[src/rtl/byte_bank_sequencer.sv]
`timescale 1ns/1ps
`default_nettype none
// ============================================================================
// byte_bank_sequencer : 8x8 register bank plus dwell-timed mux select scanner
// Optional macro SCAN_SKIP_ZERO_EN: scan visits only nonzero bank entries.
// Revision: 1.0 - initial release
// ============================================================================
module byte_bank_sequencer #(
  parameter int PRESCALE_W = 8
) (
  input  logic                  clk,
  input  logic                  rst_n,
  input  logic                  wr_en,
  input  logic [2:0]            wr_addr,
  input  logic [7:0]            wr_data,
  input  logic                  scan_start,
  input  logic                  scan_stop,
  input  logic                  loop,
  input  logic [PRESCALE_W-1:0] prescale,
  output logic [63:0]           bank_flat,
  output logic [2:0]            sel,
  output logic                  step_valid,
  output logic                  busy,
  output logic                  done
);

  typedef enum logic [1:0] {
    ST_IDLE = 2'd0,
    ST_SCAN = 2'd1,
    ST_DONE = 2'd2
  } state_t;

  state_t                state_q, state_d;
  logic [7:0]            bank_q [8];
  logic [7:0]            bank_d [8];
  logic [2:0]            sel_q, sel_d;
  logic                  step_valid_q, step_valid_d;
  logic                  busy_q, busy_d;
  logic                  done_q, done_d;
  logic [PRESCALE_W-1:0] cnt_q, cnt_d;
  logic [PRESCALE_W-1:0] pre_q, pre_d;

  logic [7:0] visit;
  logic [7:0] above;
  logic [2:0] first_idx, next_idx;
  logic       first_vld, next_vld;

  function automatic logic [2:0] lowest_set(input logic [7:0] v);
    lowest_set = 3'd0;
    for (int i = 7; i >= 0; i--) begin
      if (v[i]) lowest_set = 3'(i);
    end
  endfunction

  // Candidate entries for the scan, judged on the bank as it stands before this edge's write.
`ifdef SCAN_SKIP_ZERO_EN
  always_comb begin
    visit = 8'h00;
    for (int i = 0; i < 8; i++) visit[i] = |bank_q[i];
  end
`else
  assign visit = 8'hFF;
`endif

  assign above     = visit & (8'hFE << sel_q);
  assign first_vld = |visit;
  assign next_vld  = |above;
  assign first_idx = lowest_set(visit);
  assign next_idx  = lowest_set(above);

  always_comb begin
    state_d      = state_q;
    sel_d        = sel_q;
    step_valid_d = 1'b0;
    busy_d       = busy_q;
    done_d       = 1'b0;
    cnt_d        = cnt_q;
    pre_d        = pre_q;
    for (int i = 0; i < 8; i++) bank_d[i] = bank_q[i];
    if (wr_en) bank_d[wr_addr] = wr_data;

    case (state_q)
      ST_IDLE: begin
        if (scan_start && !scan_stop) begin
          pre_d = prescale;
          cnt_d = prescale;
          if (first_vld) begin
            state_d      = ST_SCAN;
            sel_d        = first_idx;
            step_valid_d = 1'b1;
            busy_d       = 1'b1;
          end else begin
            state_d = ST_DONE;
            sel_d   = 3'd0;
            done_d  = 1'b1;
          end
        end
      end
      ST_SCAN: begin
        if (scan_stop) begin
          state_d = ST_IDLE;
          busy_d  = 1'b0;
        end else if (cnt_q != '0) begin
          cnt_d = cnt_q - 1'b1;
        end else if (next_vld) begin
          sel_d        = next_idx;
          cnt_d        = pre_q;
          step_valid_d = 1'b1;
        end else if (loop && first_vld) begin
          sel_d        = first_idx;
          cnt_d        = pre_q;
          step_valid_d = 1'b1;
          done_d       = 1'b1;
        end else begin
          state_d = ST_DONE;
          busy_d  = 1'b0;
          done_d  = 1'b1;
        end
      end
      ST_DONE: state_d = ST_IDLE;
      default: begin
        state_d = ST_IDLE;
        busy_d  = 1'b0;
      end
    endcase
  end

  always_ff @(posedge clk or negedge rst_n) begin
    if (!rst_n) begin
      state_q      <= ST_IDLE;
      sel_q        <= 3'd0;
      step_valid_q <= 1'b0;
      busy_q       <= 1'b0;
      done_q       <= 1'b0;
      cnt_q        <= '0;
      pre_q        <= '0;
      for (int i = 0; i < 8; i++) bank_q[i] <= 8'h00;
    end else begin
      state_q      <= state_d;
      sel_q        <= sel_d;
      step_valid_q <= step_valid_d;
      busy_q       <= busy_d;
      done_q       <= done_d;
      cnt_q        <= cnt_d;
      pre_q        <= pre_d;
      for (int i = 0; i < 8; i++) bank_q[i] <= bank_d[i];
    end
  end

  for (genvar g = 0; g < 8; g++) begin : g_flat
    assign bank_flat[8*g +: 8] = bank_q[g];
  end

  assign sel        = sel_q;
  assign step_valid = step_valid_q;
  assign busy       = busy_q;
  assign done       = done_q;

endmodule
`default_nettype wire

[config.mk]
export PLATFORM = sky130hd
export DESIGN_NAME = byte_bank_sequencer
export DESIGN_NICKNAME = d
export VERILOG_FILES = /design/src/rtl/byte_bank_sequencer.sv
export SDC_FILE = /design/constraint.sdc
export NUM_CORES = 1
export LEC_CHECK = 0
export ABC_AREA = 1
export CAP_MARGIN = 20
export CELL_PAD_IN_SITES_DETAIL_PLACEMENT = 0
export CELL_PAD_IN_SITES_GLOBAL_PLACEMENT = 2
export CORE_MARGIN = 2
export CORE_UTILIZATION = 26
export CTS_CLUSTER_SIZE = 8
export DETAILED_ROUTE_END_ITERATION = 10
export PLACE_DENSITY = 0.72
export SYNTH_ARGS = -nofsm -noshare
export SYNTH_HDL_FRONTEND = slang
export SYNTH_SLANG_ARGS = --single-unit
[constraint.sdc]
create_clock -name clk -period 1.3 [get_ports clk]
set_input_delay 0.13 -clock clk [delete_from_list [all_inputs] [get_ports clk]]
set_output_delay 0.13 -clock clk [all_outputs]
set_load 0.02 [all_outputs]
==> results.cfg <==
[die]
initial_utilization_pct = 26.6
fp.coreArea_sq_mm = 0.0138
pin_count = 95
die-area_sq_mm = 0.0151
die_w_um = 123
die_y_um = 123
std_cell_rows = 43

[outcome]
failed_checks = setup timing
status = complete, but fails checks

[routing]
ant_nets = 0
drc = 0
vias = 3196
wl_per_cell_um = 14.5
routed_wl_mm = 10.7
post_drt_via_cell_ratio = 4.33
first_pass_iters = 5
drt_iter0_markers = 157

[cells_and_area]
regArea_sq_mm = 0.00220
syn2layout_area_growth_pct = 54.1
final_nets = 579
drive_gt1_share_pct = 23.8
antenna_cells = 0
final_common_cell = nand2_1
mostFrequentLayoutCells = nand2_1, dfrtp_1, dlygate4sd2_1, o21ai_0, buf_4
multiInputGateArea_sq_mm = 0.00146
fillers = 1401

[clock_tree]
cts-htree-levels = 3
cts_tree = yes
cts_buffers = 9
cts_root_buffer = clkbuf_16
clkLatencyLatePin_ns = 0.34
clk_path_buf_depth = 2
clkSinkCount = 88
path_clk_slew_ns = 0.06

[synth]
yosysWarnings = 0
ys_ff_latch = 88
syn_area_sq_mm = 0.00368
seq_area_frac_synth_pct = 59.9
synthesis.nets = 425
synthCells = 399
synth.distinct_cells = 30
syn_area_per_cell_sq_um = 9.22

[worst_setup_path]
r2r_start = cnt_q[0]$_DFFE_PN0P_
arrival_ns = 1.65
critPathKind = reg -> reg
startpoint = cnt_q[0]$_DFFE_PN0P_
endpoint_kind = flop
crit_fanout = 5
start_kind = flop
cp.required_ns = 1.53

[power_and_ir_drop]
vdd.ir_drop.worst_mv = 0.707
power_leakage_nw = 2.82
cellPowerDensity_mw_per_mm2 = 1690

[sta]
slew_violations = 0
slew_headroom_pct = 67.0
rsz0062_at_grt = yes
fin_skew_ns = 0.00380
clock.fmax_mhz = 705
setup_slack_ns = -0.118
period_share_pct = 109
tightest_slew_ns = 0.495
hold_violations = 0
fin_tns_setup_ns = -0.993
setup_viol = 13
finalCriticalPeriod_ns = 1.42
whs_ns = 0.117

[global_routing]
grt_max_degree = 87
grt_pass1_vias = 3149
overflow = 0
grt_pass1_wl_mm = 17.1
antenna_found_initial = 0
grt.total_usage_pct = 15.1

[hold_path]
hold_path.class = in -> async

[placed_design]
hpwl_mm = 7.52
gp_congestion = 0.799
portBuffers = 94

[run]
maxCapViolations = 0
-- registers in the layout (all words and copies together) (netlist names) --
name,count
bank_flat,64
busy,1
cnt_q,8
done,1
pre_q,8
sel,3
state_q,2
step_valid,1
-- cell usage after synthesis --
cell      count  share of area (%)
nand2_1     112                 11
dfrtp_1      88                 60
o21ai_0      65                8.8
nor2_1       30                3.1
inv_1        25                2.6
nand3_1      15                2.0
a21oi_1      14                1.9
clkbuf_1      8               0.82
nor2_2        6                1.0
inv_2         5               0.51
mux2_2        5                1.5
nand2_2       4               0.68
nand2_4       2               0.61
nand3_2       2               0.54
nor2_4        2               0.61
nor3_1        2               0.27
a21boi_0      1               0.20
buf_2         1               0.14
buf_4         1               0.20
ha_1          1               0.34
inv_4         1               0.17
nand3_4       1               0.48
nor2_8        1               0.54
nor3_4        1               0.44
o211ai_1      1               0.20
o21ai_1       1               0.14
o22ai_1       1               0.17
or2_2         1               0.17
xnor2_1       1               0.24
xor2_1        1               0.24
-- path summary, 6_finish.rpt --
check                                            end  slack, ns  depth (start not counted)
setup / recovery                cnt_q[7]$_DFFE_PN0P_      -0.12                          8
hold / removal                        done$_DFF_PN0_       0.12                          2
setup reg to reg                cnt_q[7]$_DFFE_PN0P_      -0.12                          8
hold reg to reg            bank_flat[36]$_DFFE_PN0P_       0.48                          2
max in group asynchronous  bank_flat[47]$_DFFE_PN0P_       0.53                          3
min in group clk                pre_q[2]$_DFFE_PN0P_       0.38                          3
-- routing by layer --
| layer | part of all wire [%] | up-vias | global-route usage, % |
|---|---|---|---|
| met1 | 47 | 1513 | 20.1 |
| met2 | 47 | 70 | 23.8 |
| met5 | 0 | - | 0 |
| met4 | 1.3 | 0 | 5.39 |
| met3 | 5.1 | 12 | 3.78 |
| li1 | - | 1601 | - |
-- power by group --
part | internal [mW] | total [mW] | switching, mW
combinational | 1.39 | 3.17 | 1.78
sequential | 3.31 | 3.69 | 0.373
clock | 1.55 | 2.70 | 1.15
total | 6.26 | 9.56 | 3.30
-- metrics by stage --
step	cells	instance area [sq um]	total power, mW	util (%)	setup slack [ns]
floorplan	399	3690	5.27	-	0.00509
global placement	714	5230	6.98	37.9	-0.188
detailed placement	714	5230	7.01	37.9	-0.188
CTS	734	5560	9.59	40.2	-0.104
global route	738	5670	10.2	41.0	-0.200
finish	738	5670	9.56	41.0	-0.118
-- cell type report --
| cell class | instances | share of cell area [%] |
|---|---|---|
| multi-input cells | 270 | 25.7 |
| inverters | 31 | 2.23 |
| clock inverters | 6 | 1.19 |
| well taps | 180 | 3.98 |
| repair buffers | 153 | 23.7 |
| clock buffers | 10 | 4.22 |
| flip-flops and latches | 88 | 38.9 |
-- worst max-delay path, stage by stage (launching register included) --
cell and delay, ns:
dfrtp_1 0.39, inv_2 0.10, ha_4 0.15, nand2_4 0.08
nor2_8 0.15, nand3_4 0.12, buf_6 0.15, a21oi_2 0.13
a21oi_2 0.04
-- logic make-up (layout without fill, tap and decap cells) --
family / count (synthesis) / in the layout / share of synthesized area, %
and+or+nand+nor: 179 / 179 / 21.9
DFF: 88 / 88 / 59.9
AOI/OAI and AO/OA: 83 / 83 / 11.5
buffers and inverters: 41 / 200 / 4.39
muxes: 5 / 5 / 1.53
xor gates and xnor gates: 2 / 2 / 0.476
adders and majority gates: 1 / 1 / 0.340
-- what timing repair did --
item,in CTS,in global routing
hold endpoints to repair,88,0
pin swaps,5,8
buffers inserted,3,3
gates resized for setup,95,24
endpoints found under the setup margin,83,23
gates cloned,0,1
hold buffers,1,0
(Power assumes the default switching activity.)
